==> config.mk <==
export PLATFORM = sky130hd
export DESIGN_NAME = rf_write_sched
export DESIGN_NICKNAME = d
export VERILOG_FILES = /design/src/rtl/rf_sched_pkg.sv /design/src/rtl/rf_scoreboard.sv /design/src/rtl/rf_write_sched.sv
export SDC_FILE = /design/constraint.sdc
export NUM_CORES = 1
export LEC_CHECK = 0
export BUFFER_PORTS_ARGS = -buffer_cell sky130_fd_sc_hd__buf_2
export CAP_MARGIN = 20
export CORE_MARGIN = 4
export CORE_UTILIZATION = 40
export DETAILED_ROUTE_END_ITERATION = 10
export GPL_ROUTABILITY_DRIVEN = 0
export PLACE_DENSITY = 0.8
export SYNTH_ARGS = -nofsm -noshare
export SYNTH_HDL_FRONTEND = slang
export SYNTH_SLANG_ARGS = --single-unit
==> constraint.sdc <==
create_clock -name clk -period 5.7 [get_ports clk]
set_input_delay 0.285 -clock clk [delete_from_list [all_inputs] [get_ports clk]]
set_output_delay 0.285 -clock clk [all_outputs]
set_load 0.05 [all_outputs]
==> src/rtl/rf_sched_pkg.sv <==
// Shared widths and types for the register-file write scheduler.
package rf_sched_pkg;
   localparam int REG_W  = 5;
   localparam int DATA_W = 32;
   localparam int NREGS  = 32;

   typedef logic [REG_W-1:0]  regsel_t;
   typedef logic [DATA_W-1:0] word_t;
endpackage

==> src/rtl/rf_scoreboard.sv <==
// Scoreboard of registers awaiting a long-latency write, with RAW hazard
// detection for decode and a sticky protocol-error flag.
module rf_scoreboard
   import rf_sched_pkg::*;
(
   input  logic             clk,
   input  logic             n_rst,
   input  logic             mark_en,
   input  logic [REG_W-1:0] mark_sel,
   input  logic             clear_en,
   input  logic [REG_W-1:0] clear_sel,
   input  logic [REG_W-1:0] rsel1,
   input  logic [REG_W-1:0] rsel2,
   output logic [NREGS-1:0] busy,
   output logic             hazard1,
   output logic             hazard2,
   output logic             err
);

   logic [NREGS-1:0] busy_nxt;
   logic             err_set;

   // Next busy vector: clear first so a same-register mark wins.
   always_comb begin
      busy_nxt = busy;
      if (clear_en)
         busy_nxt[clear_sel] = 1'b0;
      if (mark_en && mark_sel != '0)
         busy_nxt[mark_sel] = 1'b1;
      busy_nxt[0] = 1'b0;
   end

   // Protocol violations: double mark without a clear, or a return nobody marked.
   always_comb begin
      err_set = 1'b0;
      if (mark_en && mark_sel != '0 && busy[mark_sel] &&
          !(clear_en && clear_sel == mark_sel))
         err_set = 1'b1;
      if (clear_en && !busy[clear_sel])
         err_set = 1'b1;
   end

   // Hazards bypass a return landing this cycle; the RF makes it readable in time.
   always_comb begin
      hazard1 = busy[rsel1] && !(clear_en && clear_sel == rsel1);
      hazard2 = busy[rsel2] && !(clear_en && clear_sel == rsel2);
   end

   // Scoreboard and sticky error state.
   always_ff @(posedge clk or negedge n_rst) begin
      if (!n_rst) begin
         busy <= '0;
         err  <= 1'b0;
      end else begin
         busy <= busy_nxt;
         if (err_set)
            err <= 1'b1;
      end
   end

endmodule

==> src/rtl/rf_write_sched.sv <==
// Single write-port arbiter for the register file: pipeline writeback (A)
// normally wins, long-latency returns (B) win after MAX_WAIT refusals.
module rf_write_sched
   import rf_sched_pkg::*;
#(
   parameter int unsigned MAX_WAIT = 4
)(
   input  logic              clk,
   input  logic              n_rst,
   input  logic              a_valid,
   input  logic [REG_W-1:0]  a_wsel,
   input  logic [DATA_W-1:0] a_wdat,
   output logic              a_ready,
   input  logic              b_valid,
   input  logic [REG_W-1:0]  b_wsel,
   input  logic [DATA_W-1:0] b_wdat,
   output logic              b_ready,
   input  logic              mark_en,
   input  logic [REG_W-1:0]  mark_sel,
   input  logic [REG_W-1:0]  rsel1,
   input  logic [REG_W-1:0]  rsel2,
   output logic              hazard1,
   output logic              hazard2,
   output logic [NREGS-1:0]  busy,
   output logic              err,
   output logic              rf_wen,
   output logic [REG_W-1:0]  rf_wsel,
   output logic [DATA_W-1:0] rf_wdat
);

   logic [3:0] wait_cnt;
   logic       b_prio;
   logic       a_xfer;
   logic       b_xfer;

   // Arbitration; the two grants are mutually exclusive by construction.
   always_comb begin
      b_prio  = (wait_cnt == 4'(MAX_WAIT));
      a_ready = !(b_prio && b_valid);
      b_ready = !a_valid || b_prio;
      a_xfer  = a_valid && a_ready;
      b_xfer  = b_valid && b_ready;
   end

   // Write-port mux; r0 writes are accepted but never enabled.
   always_comb begin
      rf_wsel = '0;
      rf_wdat = '0;
      if (b_xfer) begin
         rf_wsel = b_wsel;
         rf_wdat = b_wdat;
      end else if (a_xfer) begin
         rf_wsel = a_wsel;
         rf_wdat = a_wdat;
      end
      rf_wen = (a_xfer || b_xfer) && rf_wsel != '0;
   end

   // Starvation counter: counts consecutive B refusals, saturating at MAX_WAIT.
   always_ff @(posedge clk or negedge n_rst) begin
      if (!n_rst)
         wait_cnt <= '0;
      else if (!b_valid || b_xfer)
         wait_cnt <= '0;
      else if (!b_prio)
         wait_cnt <= wait_cnt + 4'd1;
   end

   rf_scoreboard u_sb (
      .clk       (clk),
      .n_rst     (n_rst),
      .mark_en   (mark_en),
      .mark_sel  (mark_sel),
      .clear_en  (b_xfer),
      .clear_sel (b_wsel),
      .rsel1     (rsel1),
      .rsel2     (rsel2),
      .busy      (busy),
      .hazard1   (hazard1),
      .hazard2   (hazard2),
      .err       (err)
   );

endmodule
==> results of run 1 <==
-- where the power goes --
part,internal [W],switching (W),total [W],leakage (nW)
registers,0.000309,0.0000850,0.000394,0.435
logic,0.000230,0.000468,0.000698,1.42
clock network,0.0000987,0.0000953,0.000194,0.0455
-- synthesized netlist by cell type (2+ instances only) --
master / instances / area (um^2)
nor4_1: 2 / 12.5
nand2_1: 7 / 26.3
nand4b_1: 2 / 17.5
o221ai_1: 2 / 17.5
clkbuf_1: 12 / 45.0
inv_1: 4 / 15.0
o21ai_0: 64 / 320
buf_2: 13 / 65.1
nand3_1: 8 / 40.0
buf_1: 2 / 7.51
o22ai_1: 3 / 18.8
ha_1: 2 / 25.0
or3b_2: 4 / 35.0
a22o_1: 37 / 324
mux4_2: 26 / 586
xnor2_1: 8 / 70.1
nor2_1: 9 / 33.8
nand2b_1: 2 / 12.5
nand4_1: 4 / 25.0
or3_1: 2 / 12.5
nand3b_1: 13 / 97.6
dfrtp_1: 36 / 901
nor3_1: 5 / 25.0
mux2i_1: 19 / 190
nor2b_1: 5 / 31.3
a21oi_1: 4 / 20.0
xor2_1: 9 / 78.8
-- registers in the layout, summed over array words and instances (netlist names) --
register and flops:
u_sb.busy 31, u_sb.err 1, wait_cnt 4
-- metal layers --
| metal | GRT usage (%) | share of wire (%) |
|---|---|---|
| met5 | 0 | 0 |
| met1 | 29.9 | 34 |
| met3 | 8.00 | 12 |
| met4 | 11.2 | 4.9 |
| met2 | 46.2 | 49 |
-- worst max-delay path: stages (launching register included) --
cell and delay (ns):
dfrtp_1 0.41, inv_1 0.07, ha_1 0.16, nand4b_1 0.12, and2_1 0.30, buf_16 0.22, a22o_1 0.21, nor4_1 0.31
nand2b_1 0.08, buf_2 0.21
-- kinds of logic (layout without fill, tap and decap cells) --
kind of cell	after synthesis	in the layout	synth area share [%]
xor+xnor	17	17	4.73
other cells	1	1	0.119
fa+ha+maj	2	2	0.794
simple gates	67	67	12.7
mux	45	45	24.6
flops	36	36	28.6
compound gates	116	116	24.0
buf+inv	32	181	4.45
-- final cells by class --
class | count | area [um^2]
clock buffers | 8 | 90.1
fillers | 690 | 3550
inverters | 4 | 15.0
multi-input cells | 248 | 2120
flip-flops and latches | 36 | 901
well taps | 102 | 128
repair buffers | 169 | 891
-- stage by stage --
step / power [W] / instance area, um^2 / setup WS (ns) / util [%]
2_1_floorplan: 0.000882 / 3150 / 2.71 / -
3_3_place_gp: 0.00107 / 4000 / 3.04 / 52.0
3_5_place_dp: 0.00108 / 4000 / 2.86 / 52.0
4_1_cts: 0.00128 / 4090 / 2.63 / 53.1
5_1_grt: 0.00133 / 4140 / 2.80 / 53.9
6_report: 0.00129 / 4140 / 3.02 / 53.9
-- final timing paths --
check / startpoint / end / slack (ns)
min in group clk: b_valid / wait_cnt[1] / 0.32
setup / recovery: wait_cnt[0] / rf_wen / 3.02
setup reg to reg: wait_cnt[0] / u_sb.busy[31] / 3.28
hold / removal: n_rst / u_sb.busy[24] / 0.08
max in group asynchronous: n_rst / u_sb.busy[5] / 5.09
hold reg to reg: u_sb.err / u_sb.err / 0.48
==> impl_metrics.json, run 1 <==
{
  "post_cts_buffers": 0,
  "dominantRegCellSynth": "dfrtp_1",
  "core_region_area_um2": 7690,
  "period_minus_slack_ns": 2.68,
  "slew_headroom_pct": 44.5,
  "worstSkewPairLatency_ns": 0.30,
  "num-nets-final": 560,
  "leakagePower_nw": 1.90,
  "whs_ns": 0.0849,
  "ctsRootBufferMaster": "clkbuf_8",
  "grt_pass1_wl_mm": 19.8,
  "cts-resized-gates": 0,
  "antenna_cells": 0,
  "fmax_ghz": 0.373,
  "cts_num_sinks": 36,
  "crit_required_ns": 5.41,
  "antenna_found_initial": 0,
  "wirelength_mm": 12.9,
  "drtPass1Iterations": 6,
  "syn_area_um2": 3150,
  "grt_use_total_pct": 26.5,
  "grt_max_degree": 46,
  "start_util_pct": 41.0,
  "drive_above_1_share_pct": 44.3,
  "finalHoldViolations": 0,
  "fp-row-count": 32,
  "drcViolationCount": 0,
  "setup_viol": 0,
  "yosysSeqAreaShare_pct": 28.6,
  "final_common_cell": "buf_2",
  "dieWidth_um": 96.7,
  "layout_common_cells": "buf_2, o21ai_0, a22o_1, dfrtp_1, mux4_2",
  "avgRoutedWirePerCell_um": 22.8,
  "hpwl_mm": 9.41,
  "cts_tree": "built",
  "dp.cells": 557,
  "grt_overflow": 0,
  "die_area_um2": 9360,
  "htree_levels": 2,
  "worstSetupEndpointType": "primary output",
  "ctsHoldBuffers": 0,
  "grt_pass1_vias": 3546,
  "synthDistinctLibCells": 39,
  "crit_fanout": 30,
  "vdd_drop_max_uv": 203,
  "p_per_area_nw_per_um2": 311,
  "synth-edff-count": 0,
  "tns_ns": 0,
  "hold_class": "in -> async",
  "routed_via_density": 6.39,
  "synth_async_sr_flop_share_pct": 100,
  "synthCells": 316,
  "arrival_ns": 2.40,
  "outcome": "finished, final reports clean",
  "rsz0062_at_grt": "no",
  "slew_viol_final": 0,
  "area_delta_synth_final_pct": 31.5,
  "path_class": "reg -> out",
  "ant_nets": 0,
  "cts_buffers": 5,
  "final_cell_count_no_fill": 567,
  "yosys_warnings": 0,
  "die_h_um": 96.7,
  "num_vias": 3625,
  "port_buffers": 167,
  "reg2reg_depth": 8,
  "drtIter0Drc": 593,
  "max_cap_viol_count": 0,
  "start_kind": "register",
  "worstMarginPinSlew_ns": 0.833,
  "avgSynthCellArea_um2": 9.97,
  "syn_nets": 412,
  "clock_skew_ns": 0.00573,
  "clk_path_buf_depth": 2,
  "clkSlewWorstSetupHoldPaths_ns": 0.07,
  "ys_ff_latch": 36,
  "post-route-period-util_pct": 47.0,
  "ios": 169
}
Power figures use the tool's default switching activity.
==> run 2: changes to the inputs <==
- ABC_AREA: default -> 1
- clock period: 5.7 -> 2.44 ns (I/O delays scaled with it)
==> run 2 against run 1 <==
Non-clock buffer count increased by 2. First-iteration DRC count decreased by 5.9%. Sequential cell count unchanged. Clock skew increased by 0.0043 ns. Design area increased by 8.9%. Power increased by 140%. Clock-buffer cell count decreased by 1. Synthesized cell count increased by 83%. Core utilization decreased by 2.4 points.
==> impl_metrics.json, run 2 <==
{
  "grt_use_total_pct": 27.2,
  "synthDistinctLibCells": 29,
  "clock_skew_ns": 0.0100,
  "ys_ff_latch": 36,
  "crit_required_ns": 2.32,
  "synth_compound_gate_area_share_pct": 22.8,
  "tns_ns": 0,
  "wirelength_mm": 15.2,
  "grt_pass1_wl_mm": 22.9,
  "dieWidth_um": 103,
  "cts_num_sinks": 36,
  "synthTopCellsByArea": "dfrtp_1, nand2_1, a32o_1",
  "slew_viol_final": 0,
  "synth_async_sr_flop_share_pct": 100,
  "cts_tree": "built",
  "avgRoutedWirePerCell_um": 18.3,
  "worstSkewPairLatency_ns": 0.30,
  "synthCells": 579,
  "synth_area_leader_cell": "dfrtp_1",
  "start_kind": "register",
  "yosysMostFrequentCell": "nand2_1",
  "die_area_um2": 10700,
  "fp-row-count": 34,
  "hpwl_mm": 11.7,
  "start_util_pct": 41.5,
  "cp_num_buf_inv": 3,
  "core_region_area_um2": 8760,
  "rsz0062_at_grt": "no",
  "hold_class": "in -> reg",
  "synth_top_family_by_area": "simple AND/OR/NAND/NOR gates",
  "post-route-period-util_pct": 93.2,
  "die_h_um": 103,
  "clkSlewWorstSetupHoldPaths_ns": 0.07,
  "cpMaxStageDelayCell": "dfrtp_1",
  "largestRegisters": "u_sb.busy x31, wait_cnt x4, u_sb.err x1",
  "drtPass1Iterations": 5,
  "final_common_cell": "nand2_1",
  "finalHoldViolations": 0,
  "cts_buffers": 5,
  "worstSetupEndpointType": "primary output",
  "grt_max_degree": 41,
  "num-nets-final": 818,
  "largest_reg_flops": 31,
  "fmax_ghz": 0.440,
  "syn_area_um2": 3640,
  "num_vias": 4852,
  "drcViolationCount": 0,
  "fillers": 918,
  "routed_via_density": 5.84,
  "layout_common_cells": "nand2_1, buf_2, nand3_1, inv_1, o21ai_0",
  "path_delay_family": "buffers and inverters",
  "regMostFlops": "u_sb.busy",
  "yosysSeqAreaShare_pct": 24.8,
  "cp-endpoint": "rf_wdat[14]",
  "syn_nets": 675,
  "yosys.area_share.simple_pct": 35.6,
  "worstPathCellList": "inv_1, ha_1, nand3_2, nand2_4, nand2_4, inv_4, a32o_1, buf_2",
  "whs_path_depth": 3,
  "arrival_ns": 2.15,
  "slew_headroom_pct": 46.4,
  "dominantRegCellSynth": "dfrtp_1",
  "max_cap_viol_count": 0,
  "leakagePower_nw": 2.35,
  "port_buffers": 167,
  "clk_path_buf_depth": 2,
  "holdCritStartpoint": "a_valid",
  "vdd_drop_max_uv": 290,
  "setup_viol": 0,
  "period_minus_slack_ns": 2.27,
  "cp-startpoint": "wait_cnt[0]",
  "grt_pass1_vias": 4438,
  "avgSynthCellArea_um2": 6.28,
  "yosys_warnings": 0,
  "reg2reg_depth": 9,
  "grt_overflow": 0,
  "muxShareOfSynthArea_pct": 0,
  "yosys.area_share.adder_pct": 0.688,
  "ios": 169,
  "r2r_end": "u_sb.busy[10]",
  "htree_levels": 2,
  "ctsRootBufferMaster": "clkbuf_8",
  "worstMarginPinSlew_ns": 0.805,
  "antenna_cells": 0,
  "crit_top_cell": "nand2_4",
  "crit_cells": 8,
  "synth_top_area_share_pct": 24.8,
  "max_stage_delay_ns": 0.42,
  "ant_nets": 0,
  "antenna_found_initial": 0,
  "p_per_area_nw_per_um2": 673,
  "drtIter0Drc": 558,
  "r2r-start": "wait_cnt[0]",
  "synthXorXnorAreaFrac_pct": 3.37,
  "outcome": "finished, final reports clean",
  "synth_top_cells_by_count": "nand2_1, nand3_1, o21ai_0, inv_1, dfrtp_1",
  "synth-edff-count": 0,
  "area_delta_synth_final_pct": 23.9,
  "crit_fanout": 40,
  "r2r_setup_slack_ns": 0.24,
  "path_class": "reg -> out",
  "cts-resized-gates": 0,
  "totalPowerFinal_w": 0.00303,
  "drive_above_1_share_pct": 25.9
}
-- run 2: cell types whose count changed after synthesis, moves of 7 or more --
cell	change
a22o_1	-37
a32o_1	+32
buf_4	+10
clkbuf_1	-8
inv_1	+51
mux2i_1	-19
mux4_2	-26
nand2_1	+187
nand3_1	+56
nand3b_1	-13
nor3_1	+16
o211ai_1	+14
o21ai_0	-7
o21ai_1	+17
-- run 2: cell type report --
type / instances / area [um^2] / share of cell area (%)
multi-input cells: 447 / 2280 / 50.5
well taps: 108 / 135 / 3.00
clock buffers: 7 / 86.3 / 1.92
inverters: 61 / 231 / 5.14
clock inverters: 1 / 7.51 / 0.167
repair buffers: 171 / 868 / 19.3
flip-flops and latches: 36 / 901 / 20.0
-- run 2: what timing repair did --
item,4_1_cts,5_1_grt
hold endpoints to repair,36,0
hold buffers,1,0
setup buffers,0,0
-- run 2: worst min-delay path by stage --
| stage | endpoint |
|---|---|
| 6_report | wait_cnt[0] |
| 5_1_grt | wait_cnt[0] |
| 4_1_cts | wait_cnt[0] |
| 3_5_place_dp | u_sb.busy[4] |
| 3_3_place_gp | u_sb.busy[4] |
| 2_1_floorplan | u_sb.busy[10] |
-- run 2: worst register-to-register path: cells and delay by family, from the launching register on --
family          cells  cell delay (ns)
flops               1             0.42
compound gates      2             0.39
simple gates        4             0.67
buf+inv             2             0.41
fa+ha+maj           1             0.18
-- run 2: report_power, final --
group | leakage [nW] | switching (W) | total, W | internal (W)
Combinational | 1.87 | 0.00118 | 0.00161 | 0.000425
Clock | 0.0445 | 0.000216 | 0.000445 | 0.000229
Sequential | 0.434 | 0.000262 | 0.000982 | 0.000720
-- run 2: cells by family (layout without fill, tap and decap cells) --
group,count (synthesis),count (layout)
AND/OR/NAND/NOR,303,303
AO/OA/AOI/OAI,127,127
buffers and inverters,96,240
flip-flops,36,36
XOR/XNOR,14,14
adder cells (fa/ha/maj),2,2
other,1,1
-- run 2: through the flow --
stage	cell area, um^2	setup WS, ns	util [%]	cells	hold slack (ns)
6_report	4510	0.167	51.4	831	0.143
5_1_grt	4510	0.0915	51.4	831	0.157
4_1_cts	4510	0.206	51.4	831	0.138
3_5_place_dp	4400	0.331	50.2	822	0.246
3_3_place_gp	4400	0.499	50.2	822	0.237
2_1_floorplan	3640	0.0384	-	579	-0.174
-- run 2: metal layers --
layer  GRT usage [%]  wire length, um
met1            38.8             6210
met2            41.0             7070
met3            5.57             1610
met4            9.36              328
met5               0                0
